$ cat config.mk
export PLATFORM = sky130hd
export DESIGN_NAME = demux_1t4_tdm
export DESIGN_NICKNAME = d
export VERILOG_FILES = /design/src/rtl/demux_1t4_tdm.sv
export SDC_FILE = /design/constraint.sdc
export NUM_CORES = 1
export LEC_CHECK = 0
export ABC_AREA = 1
export ABC_CLOCK_PERIOD_IN_PS = 2210
export BUFFER_PORTS_ARGS = -buffer_cell sky130_fd_sc_hd__buf_2
export CAP_MARGIN = 25
export CORE_ASPECT_RATIO = 1.2
export CORE_MARGIN = 2
export CORE_UTILIZATION = 43
export CTS_CLUSTER_DIAMETER = 30
export DETAILED_ROUTE_END_ITERATION = 12
export GPL_TIMING_DRIVEN = 0
export MAX_ROUTING_LAYER = met4
export SLEW_MARGIN = 15
export SYNTH_ARGS = -nofsm -noshare
export SYNTH_HDL_FRONTEND = slang
export SYNTH_SLANG_ARGS = --single-unit
$ cat constraint.sdc
create_clock -name Clk -period 2.21 [get_ports Clk]
set_input_delay 0.442 -clock Clk [delete_from_list [all_inputs] [get_ports Clk]]
set_output_delay 0.442 -clock Clk [all_outputs]
set_load 0.01 [all_outputs]
$ cat src/rtl/demux_1t4_tdm.sv
// Receive side of the 4-channel TDM link: locks onto the slot-0 frame marker,
// regenerates the slot index, and delivers each complete frame as a registered word.
module demux_1t4_tdm #(
  parameter int unsigned MISS_LIMIT = 2
) (
  input  logic       Clk,
  input  logic       Reset_n,
  input  logic       F,
  input  logic       Sync,
  output logic       A,
  output logic       B,
  output logic       C,
  output logic       D,
  output logic [1:0] Sel,
  output logic       Frame_valid,
  output logic       Locked,
  output logic       Sync_err
);

  localparam int unsigned SLOT_W     = 2;
  localparam int unsigned MISS_W     = 3;
  localparam int unsigned MISS_CNT_W = MISS_W + 1;
  localparam int unsigned SHADOW_W   = 3;
  localparam int unsigned WORD_W     = 4;

  typedef enum logic {
    HUNT   = 1'b0,
    LOCKED = 1'b1
  } state_t;

  state_t                state, state_nxt;
  logic [SLOT_W-1:0]     slot, slot_nxt;
  logic [MISS_W-1:0]     miss, miss_nxt;
  logic [SHADOW_W-1:0]   shadow, shadow_nxt;
  logic [WORD_W-1:0]     word, word_nxt;
  logic                  fv, fv_nxt;
  logic                  err, err_nxt;
  logic [MISS_CNT_W-1:0] miss_inc;

  // State, slot tracking and frame registers
  always_ff @(posedge Clk) begin
    if (!Reset_n) begin
      state  <= HUNT;
      slot   <= '0;
      miss   <= '0;
      shadow <= '0;
      word   <= '0;
      fv     <= 1'b0;
      err    <= 1'b0;
    end else begin
      state  <= state_nxt;
      slot   <= slot_nxt;
      miss   <= miss_nxt;
      shadow <= shadow_nxt;
      word   <= word_nxt;
      fv     <= fv_nxt;
      err    <= err_nxt;
    end
  end

  // Next-state, capture and frame-assembly logic
  always_comb begin
    state_nxt  = state;
    slot_nxt   = slot;
    miss_nxt   = miss;
    shadow_nxt = shadow;
    word_nxt   = word;
    fv_nxt     = 1'b0;
    err_nxt    = 1'b0;
    miss_inc   = {1'b0, miss} + MISS_CNT_W'(1);

    unique case (state)
      HUNT: begin
        if (Sync) begin
          shadow_nxt[0] = F;
          slot_nxt      = SLOT_W'(1);
          miss_nxt      = '0;
          state_nxt     = LOCKED;
        end
      end
      LOCKED: begin
        if (slot == '0) begin
          if (Sync) begin
            miss_nxt      = '0;
            shadow_nxt[0] = F;
            slot_nxt      = SLOT_W'(1);
          end else begin
            err_nxt = 1'b1;
            // Flywheel through a lost marker until the miss budget is spent
            if (miss_inc < MISS_CNT_W'(MISS_LIMIT)) begin
              miss_nxt      = miss_inc[MISS_W-1:0];
              shadow_nxt[0] = F;
              slot_nxt      = SLOT_W'(1);
            end else begin
              state_nxt = HUNT;
              slot_nxt  = '0;
              miss_nxt  = '0;
            end
          end
        end else if (Sync) begin
          // Misplaced marker: abandon the frame and restart at this bit
          err_nxt       = 1'b1;
          shadow_nxt[0] = F;
          slot_nxt      = SLOT_W'(1);
        end else begin
          case (slot)
            SLOT_W'(1): shadow_nxt[1] = F;
            SLOT_W'(2): shadow_nxt[2] = F;
            default: begin
              word_nxt = {shadow[0], shadow[1], shadow[2], F};
              fv_nxt   = 1'b1;
            end
          endcase
          slot_nxt = slot + SLOT_W'(1);
        end
      end
      default: state_nxt = HUNT;
    endcase
  end

  assign A           = word[3];
  assign B           = word[2];
  assign C           = word[1];
  assign D           = word[0];
  assign Sel         = slot;
  assign Frame_valid = fv;
  assign Locked      = (state == LOCKED);
  assign Sync_err    = err;

endmodule
# [Word level (Yosys, flattened, before mapping)]
# Cells that the tools add are included.
[op_classes] reduce_logical=8 n_bitwise=5 n_mux=24 magnitude_cmp=1 add_sub_neg=2 eq_ne=5
[op_table] cell="two-way mux 1 bit" count=13
[op_table] cell="two-way mux 3 bit" count=4
[op_table] cell="AND reduction 4 bit" count=3
[op_table] cell="two-way mux 2 bit" count=3
[op_table] cell="one-hot mux 3 bit (2 select lines)" count=1
[op_table] cell="inverter 1 bit" count=5
[op_table] cell="adder 3 x 1 -> 4 bit, second input constant" count=1
[op_table] cell="less-than comparator 4 x 2 -> 1 bit, second input constant" count=1
[op_table] cell="!= test 4 x 3 -> 1 bit, second input constant" count=1
[op_table] cell="one-hot mux 1 bit (2 select lines)" count=2
[op_table] cell="one-hot mux 2 bit (2 select lines)" count=1
[op_table] cell="AND reduction 2 bit" count=2
[op_table] cell="OR reduction 4 bit" count=1
[op_table] cell="adder 2 x 1 -> 2 bit, second input constant" count=1
[op_table] cell="equality test 2 x 1 -> 1 bit, second input constant" count=1
[op_table] cell="equality test 2 bit, second input constant" count=1
[op_table] cell="zero test 2 bit" count=1
[op_table] cell="!= test 2 x 1 -> 1 bit, second input constant" count=1
[op_table] cell="!= test 2 bit, second input constant" count=1
[op_table] cell="OR reduction 2 bit" count=1
[totals] in_bits=4 ff_bits=15

# [Depth between registers and ports, before layout]
# Gate-level depths: netlist (run 1).
[depth] word_depth=6 depth_mapped=8 depth_no_buf=8

# [Worst setup path before layout (run 1)]
# No wires, ideal clock.
[synth_timing] path_type="reg-to-reg" startpoint="register slot[0], in the netlist Sel[0]" endpoint="register shadow[1]" stages_incl_launch_ff=8 setup_slack_ns=0.824 t_required_ns=2.091 t_arrival_ns=1.267 path_cell_list="dfxtp_1 inv_1 ha_1 inv_1 ha_1 nand3_1 o21ai_0 a21oi_1"
[synth_between] elab_chain_len=3
[synth_rtl] item="from (decl)" line_no="32" source="logic [SLOT_W-1:0] slot, slot_nxt;"
[synth_rtl] item="from (signal assigned)" line_no="52" source="slot <= slot_nxt;"
[synth_rtl] item="zero test 2 bit" line_no="82" source="if (slot == '0) begin"
[synth_rtl] item="inverter 1 bit (no source line)"
[synth_rtl] item="AND reduction 4 bit (no source line) (*)"
[synth_rtl] item="to (signal assigned)" line_no="54" source="shadow <= shadow_nxt;"
[synth_rtl] item="to (decl)" line_no="34" source="logic [SHADOW_W-1:0] shadow, shadow_nxt;"
# Mark *: on every way between the ends. The rest lies on a longest branch, timed or not.
# A chain may end at the register's enable or synchronous reset.

# [Worst setup path in the final report (run 1)]
[layout_timing] startpoint="register slot[0], in the netlist Sel[0]" endpoint="register shadow[2]"
# Same word-level chain as after synthesis.

==> impl_table.tex, run 1 <==
\begin{tabular}{lr}
\hline
Metric & Value \\
\hline
\multicolumn{2}{l}{\textbf{STA}} \\
\quad Highest attainable clock frequency & 687 MHz \\
\quad Max-slew violation count & 0 \\
\quad Worst-case headroom to the max-slew limit & 0.816 \\
\quad Setup slack of the critical path after layout & around 750 ps \\
\quad Final Hold Viols & 0 \\
\quad Unrepaired setup endpoints after global routing & false \\
\quad Transition time at the pin with the least slew margin & between 200 and 300 ps \\
\quad Hold Slack & around 420 ps \\
\quad Final critical delay including setup and external delays & $\sim$1500 ps \\
\quad Setup Total Neg Slack & 0 ps \\
\quad Share of the clock period used by the worst path after layout & 0.659 \\
\quad Setup-violating endpoint count in the final report & 0 \\
\quad Clock Skews & 1.54 ps \\
\multicolumn{2}{l}{\textbf{Detailed routing}} \\
\quad Routed via count divided by cell count & about 4.7 \\
\quad DRC violations left & 0 \\
\quad WL per Instance & 9.98 um \\
\quad Routed via count & between 500 and 600 \\
\quad Antenna violation net count after detailed routing & 0 \\
\quad Post-Route WL & $\sim$1.2 mm \\
\quad DRC marker count from the first detailed-route iteration & 2 \\
\quad First-pass iteration count of the detailed router & 4 \\
\multicolumn{2}{l}{\textbf{Clock network}} \\
\quad CTS H-Tree Depth & 1 \\
\quad Number of buffers inserted by post-CTS setup repair & 0 \\
\quad CTS Buffer Depth & 2 \\
\quad Number of sinks on the clock net & 15 \\
\quad Root buf cell & clkbuf\_4 \\
\quad Number of CTS-inserted buffers & 3 \\
\quad Clock tree from TritonCTS & yes \\
\quad Clock latency on the worst-skew pair & between 200 and 300 ps \\
\quad \# resized after CTS & 0 \\
\quad Clock-pin slew on the worst setup and hold paths & about 90 ps \\
\quad Post-cts hold buffer count & 0 \\
\multicolumn{2}{l}{\textbf{Worst setup path}} \\
\quad Critical Path Source Type & flop \\
\quad CP arrival & 1640 ps \\
\quad Launch instance of the worst register-to-register path & Sel[0]\$\_SDFFE\_PN0P\_ \\
\quad Setup slack on the worst flop-to-flop path & 750 ps \\
\quad Worst reg-to-reg path cell count & 7 \\
\quad Critical path class & reg2reg \\
\quad Capturing point of the worst reg2reg path & shadow[2]\$\_SDFFE\_PN0P\_ \\
\quad Crit Path Max Fanout & 6 \\
\quad Data required time at the worst endpoint & 2390 ps \\
\quad Endpoint type of the worst setup path & flop \\
\multicolumn{2}{l}{\textbf{GRT}} \\
\quad Largest net degree at the start of global routing & 11 \\
\quad Number of global-route vias before repair & between 400 and 500 \\
\quad GR peak layer & met2 \\
\quad Number of antenna violations at the first check in global routing & 0 \\
\quad Global-route track usage on met3 & 0.0698 \\
\quad Overall routing resource usage & 0.165 \\
\quad M1 GR Usage & 0.178 \\
\quad Met2 usage in global routing & 0.235 \\
\quad Global-route wire length before repair & slightly below 2 mm \\
\quad Gr ovfl total & 0 \\
\multicolumn{2}{l}{\textbf{Power and ir drop}} \\
\quad Pwr per Cell Area & 623 nW/um2 \\
\quad Reported leakage power & between 0.3 and 0.4 nW \\
\quad Design Power & between 400 and 500 uW \\
\quad Worst IR drop on VDD & around 0.35 mV \\
\multicolumn{2}{l}{\textbf{Synthesis}} \\
\quad Adder-cell share of the synthesized area & 0.108 \\
\quad Dominant combinational cell family by area after synthesis & simple AND/OR/NAND/NOR gates \\
\quad Total standard cell area after synthesis & a little under 700 um2 \\
\quad Multiplexer area fraction after synthesis & 0 \\
\quad Fraction of the yosys area taken by sequential cells & 0.433 \\
\quad Simple-gate area share of the yosys netlist & 0.208 \\
\quad Post-Syn Nets & approximately 100 \\
\quad Number of standard cells after synthesis & approximately 90 \\
\quad Compound-Gate Fraction of Synth Area & 0.137 \\
\quad Number of storage elements in the synthesis netlist & 15 \\
\quad Synth cell types & 14 \\
\quad Yosys warnings & 0 \\
\quad Xor/xnor cell area share of the yosys netlist & 0 \\
\quad Syn\_area\_per\_cell & a little under 8 um2 \\
\multicolumn{2}{l}{\textbf{Place}} \\
\quad Final weighted congestion in routability-driven placement & 0.678 \\
\quad HPWL Detailed & $\sim$930 um \\
\quad Pre-CTS setup slack & about 760 ps \\
\quad Input/output buffers & 12 \\
\multicolumn{2}{l}{\textbf{Floorplan}} \\
\quad Initial Utilization & 0.468 \\
\quad Die Outline Area & $\sim$2000 um2 \\
\quad Die Ht & 48.0 um \\
\quad Number of top-level design ports & 13 \\
\quad \# rows & 15 \\
\quad Die X & between 40 and 50 um \\
\quad Area of the core & between 1000 and 1500 um2 \\
\multicolumn{2}{l}{\textbf{Final layout}} \\
\quad Net count, final & approximately 120 \\
\quad Fraction of layout instances using a drive strength above 1 & 0.200 \\
\quad Growth of design area from synthesis to finish & 15.5\% \\
\quad Post-layout util & 0.540 \\
\quad Antenna cells & 0 \\
\quad \# fillers & about 160 \\
\multicolumn{2}{l}{\textbf{Min path}} \\
\quad End point of the most critical hold path & word[3]\$\_SDFFE\_PN0P\_ \\
\quad Worst Min Path Start & Reset\_n \\
\quad Cell count of the worst hold path & 3 \\
\quad Min-Delay Path Class & in2reg \\
\multicolumn{2}{l}{\textbf{Run status}} \\
\quad Result of the run & finished, final reports clean \\
\multicolumn{2}{l}{\textbf{Job}} \\
\quad Max-cap viol count & 0 \\
\hline
\end{tabular}
-- logic make-up after synthesis --
logic type / after synthesis
simple gates: 30
compound gates: 19
buf+inv: 19
flops: 15
fa+ha+maj: 6
-- worst max-delay path, stage by stage (launching register included) --
cell and delay, ps:
dfxtp_1 430, inv_1 90, ha_1 270, inv_1 80
ha_1 180, nand3_1 100, o21ai_0 160, a21oi_1 50
-- placed cells by master (no fill, tap or decap) --
cell type and instances:
nor2_1 6, nand2_1 12, clkbuf_1 1, buf_2 12, inv_1 18, o21ai_1 2, dfxtp_1 15, nand3_1 5
buf_6 1, nand4_1 2, nor2_2 1, clkbuf_4 3, nand2_2 2, o21ai_0 7, nor3_2 2, ha_1 6
a21oi_1 10
-- metal layers --
layer / routed length (um) / part of all wire
met5: 0 / 0
met4: 26 / 0.021
met3: 73 / 0.060
met2: 548 / 0.45
met1: 568 / 0.47
-- how the worst max path moves through the flow --
stage,startpoint,endpoint,slack [ps],cells past startpoint
floorplan,Sel[0]$_SDFFE_PN0P_,shadow[1]$_SDFFE_PN0P_,820,7
global placement,Sel[0]$_SDFFE_PN0P_,shadow[1]$_SDFFE_PN0P_,780,7
detailed placement,Sel[0]$_SDFFE_PN0P_,shadow[2]$_SDFFE_PN0P_,760,7
CTS,Sel[0]$_SDFFE_PN0P_,shadow[2]$_SDFFE_PN0P_,740,7
global route,Sel[0]$_SDFFE_PN0P_,shadow[2]$_SDFFE_PN0P_,570,7
finish,Sel[0]$_SDFFE_PN0P_,shadow[2]$_SDFFE_PN0P_,750,7
-- power breakdown --
group | switching, mW | leakage (nW) | internal [mW]
clock network | 0.0859 | 0.0150 | 0.0701
registers | 0.00803 | 0.122 | 0.278
logic | 0.0348 | 0.230 | 0.0219
-- sequential cells by signal, indices dropped and copies added (netlist names) --
name / count
Locked: 1
Sync_err: 1
word: 4
shadow: 3
Frame_valid: 1
miss: 3
Sel: 2
-- synthesized netlist by cell type (all sizes together) --
cell type  instances  area, um2
a21oi             10       50.1
buf                1       11.3
dfxtp             15        300
ha                 6       75.1
inv               18       67.6
nand2             14       57.6
nand3              5       25.0
nand4              2       12.5
nor2               7       28.8
nor3               2       20.0
o21ai              9       45.0
-- cell type report --
class,instances,area (um2),share of cell area
plain buffers,1,11.3,0.0141
repair buffers,12,60.1,0.0750
flip-flops and latches,15,300,0.375
multi-input cells,55,314,0.392
well taps,17,21.3,0.0266
inverters,18,67.6,0.0844
clock buffers,4,26.3,0.0328
-- stage by stage --
step | cells | area, um2
2_1_floorplan | 89 | 693
3_3_place_gp | 118 | 774
3_5_place_dp | 118 | 774
4_1_cts | 122 | 801
5_1_grt | 122 | 801
6_report | 122 | 801
Power figures use the tool's default switching activity.
==> run 2: changes to the inputs <==
Settings changed: ABC_CLOCK_PERIOD_IN_PS 2210 to 1430.
Clock period 2.21 ns to 1.43 ns, I/O delays scaled along.
==> run 2 against run 1 <==
Compared with the run above: largest cell class unchanged; first-iteration DRC count rose by 50%; sequential power increased by 55%; final cell count unchanged; setup slack worse by 600 ps; die area unchanged; design area is 0.94% higher; combinational power is 57% higher.
==> impl_table.tex, run 2 (synthesis gave the netlist of run 1 again) <==
\begin{tabular}{lr}
\hline
Metric & Value \\
\hline
\multicolumn{2}{l}{\textbf{Clock network}} \\
\quad Root buf cell & clkbuf\_4 \\
\quad Number of buffers inserted by post-CTS setup repair & 0 (unchanged) \\
\quad CTS H-Tree Depth & 1 (unchanged) \\
\quad \# resized after CTS & 1 (+1) \\
\quad Clock latency on the worst-skew pair & 280 ps (about the same) \\
\quad Clock tree from TritonCTS & yes \\
\quad Number of sinks on the clock net & 15 (unchanged) \\
\quad Clock-pin slew on the worst setup and hold paths & 90 ps (about the same) \\
\quad CTS Buffer Depth & 2 (unchanged) \\
\quad Post-cts hold buffer count & 0 (unchanged) \\
\quad Number of CTS-inserted buffers & 3 (unchanged) \\
\multicolumn{2}{l}{\textbf{Floorplan}} \\
\quad Die Ht & 48.0 um (unchanged) \\
\quad Initial Utilization & 0.468 (unchanged) \\
\quad Number of top-level design ports & 13 (unchanged) \\
\quad Die X & 40.7 um (unchanged) \\
\quad Die Outline Area & 1950 um2 (unchanged) \\
\quad \# rows & 15 (unchanged) \\
\quad Area of the core & 1480 um2 (unchanged) \\
\multicolumn{2}{l}{\textbf{Final layout}} \\
\quad Post-layout util & 0.545 (+0.00506) \\
\quad Most common library cell in the layout ignoring fill and taps & inv\_1 \\
\quad Growth of design area from synthesis to finish & 16.6\% \\
\quad Max reg flops & 4 (unchanged) \\
\quad Post-layout instance count excluding filler cells & 122 (unchanged) \\
\quad Antenna cells & 0 (unchanged) \\
\quad Fin area & 808 um2 (+0.94\%) \\
\quad Fraction of layout instances using a drive strength above 1 & 0.229 (+0.0286) \\
\quad \# fillers & 159 (+2.6\%) \\
\quad Largest registers & word: 4 flops, miss: 3 flops, shadow: 3 flops \\
\quad Net count, final & 116 (unchanged) \\
\quad Register with the most flip-flops & word \\
\quad Highest-count cells in the layout ignoring fill and taps & inv\_1, dfxtp\_1, nand2\_1, buf\_2, a21oi\_1 \\
\multicolumn{2}{l}{\textbf{STA}} \\
\quad Max-slew violation count & 0 (unchanged) \\
\quad Setup-violating endpoint count in the final report & 0 (unchanged) \\
\quad Final critical delay including setup and external delays & 1280 ps (-175 ps) \\
\quad Transition time at the pin with the least slew margin & 283 ps (+8.20 ps) \\
\quad Clock Skews & 3.15 ps (+1.61 ps) \\
\quad Share of the clock period used by the worst path after layout & 0.896 (+0.237) \\
\quad Highest attainable clock frequency & 781 MHz (+14\%) \\
\quad Final Hold Viols & 0 (unchanged) \\
\quad Hold Slack & 267 ps (-156 ps) \\
\quad Worst-case headroom to the max-slew limit & 0.811 (-0.00521) \\
\quad Setup Total Neg Slack & 0 ps (unchanged) \\
\quad Unrepaired setup endpoints after global routing & false \\
\multicolumn{2}{l}{\textbf{Detailed routing}} \\
\quad First-pass iteration count of the detailed router & 3 (-1) \\
\quad DRC violations left & 0 (unchanged) \\
\quad DRC marker count from the first detailed-route iteration & 3 (+1) \\
\quad Routed via count divided by cell count & 4.70 (+0.35\%) \\
\quad Routed via count & 573 (+0.35\%) \\
\quad Antenna violation net count after detailed routing & 0 (unchanged) \\
\quad WL per Instance & 10.0 um (+0.41\%) \\
\quad Post-Route WL & 1.22 mm (+0.41\%) \\
\multicolumn{2}{l}{\textbf{Place}} \\
\quad Number of placed instances, taps included & 118 (unchanged) \\
\quad Post-detailed-placement cell area & 774 um2 (unchanged) \\
\quad Input/output buffers & 12 (unchanged) \\
\quad Final weighted congestion in routability-driven placement & 0.678 (unchanged) \\
\quad HPWL Detailed & 933 um (unchanged) \\
\multicolumn{2}{l}{\textbf{GRT}} \\
\quad Largest net degree at the start of global routing & 11 (unchanged) \\
\quad Gr ovfl total & 0 (unchanged) \\
\quad Number of antenna violations at the first check in global routing & 0 (unchanged) \\
\quad Overall routing resource usage & 0.165 (unchanged) \\
\quad Global-route wire length before repair & 1.96 mm (unchanged) \\
\quad Number of global-route vias before repair & 483 (unchanged) \\
\multicolumn{2}{l}{\textbf{Worst setup path}} \\
\quad CP cell instances & inv\_1 -> ha\_2 -> inv\_1 -> ha\_1 -> nand3\_1 -> o21ai\_1 -> a21oi\_1 \\
\quad Most common cell type on the critical path & inv\_1 \\
\quad Endpoint type of the worst setup path & flop \\
\quad Crit Path Max Fanout & 6 (unchanged) \\
\quad Critical path's slowest cell & dfxtp\_4 \\
\quad CP arrival & 1460 ps (-180 ps) \\
\quad Data required time at the worst endpoint & 1610 ps (-780 ps) \\
\quad Peak per-stage delay on the critical path & 380 ps (-50 ps) \\
\quad Critical Path Source Type & flop \\
\quad Critical path class & reg2reg \\
\multicolumn{2}{l}{\textbf{Job}} \\
\quad Max-cap viol count & 0 (unchanged) \\
\multicolumn{2}{l}{\textbf{Min path}} \\
\quad Min-Delay Path Class & in2reg \\
\multicolumn{2}{l}{\textbf{Run status}} \\
\quad Result of the run & finished, final reports clean \\
\multicolumn{2}{l}{\textbf{Power and ir drop}} \\
\quad Worst IR drop on VDD & 0.542 mV (+54\%) \\
\quad Pwr per Cell Area & 958 nW/um2 (+54\%) \\
\quad Reported leakage power & 0.367 nW (about the same) \\
\hline
\end{tabular}
[run 2: changes by cell type in the layout (fill, tap and decap cells not counted)]
cell	delta
dfxtp_1	-2
dfxtp_2	+1
dfxtp_4	+1
ha_1	-1
ha_2	+1
o21ai_0	-2
o21ai_1	+2
[run 2: final timing paths]
kind                        startpoint                     end  slack [ps]  depth (start not counted)
hold reg to reg   word[0]$_SDFFE_PN0P_    word[0]$_SDFFE_PN0P_         440                          2
hold / removal                 Reset_n    word[3]$_SDFFE_PN0P_         270                          3
setup reg to reg   Sel[0]$_SDFFE_PN0P_  shadow[2]$_SDFFE_PN0P_         150                          7
setup / recovery   Sel[0]$_SDFFE_PN0P_  shadow[2]$_SDFFE_PN0P_         150                          7
[run 2: metrics by stage]
step                power [mW]  worst slack, ps
floorplan                0.511             43.9
global placement         0.540             1.73
detailed placement       0.540            -24.5
CTS                      0.786             15.4
global route             0.826             17.9
finish                   0.774              149
[run 2: critical path: cells and delay by family, from the launching register on]
| family | cells | cell delay, ps |
|---|---|---|
| and+or+nand+nor | 1 | 110 |
| buffers and inverters | 2 | 120 |
| DFF | 1 | 380 |
| adders and majority gates | 2 | 390 |
| AOI/OAI and AO/OA | 2 | 190 |
[run 2: metal layers]
layer / global-route usage / vias up / share of wire
met5: - / - / 0
met4: 0.120 / 0 / 0.021
met3: 0.0698 / 4 / 0.050
met2: 0.235 / 12 / 0.44
met1: 0.178 / 239 / 0.49
li1: - / 318 / -
[run 2: area by class of cell]
class                           count  area [um2]  share of cell area
Timing Repair Buffer               12        60.1              0.0743
Tap cell                           17        21.3              0.0263
Buffer                              1        11.3              0.0139
Sequential cell                    15         305               0.378
Multi-Input combinational cell     55         317               0.392
Inverter                           18        67.6              0.0836
Clock buffer                        4        26.3              0.0325
[run 2: report_power, final]
group / switching, mW / internal [mW]
Clock: 0.134 / 0.108
Combinational: 0.0541 / 0.0351
Sequential: 0.0127 / 0.430
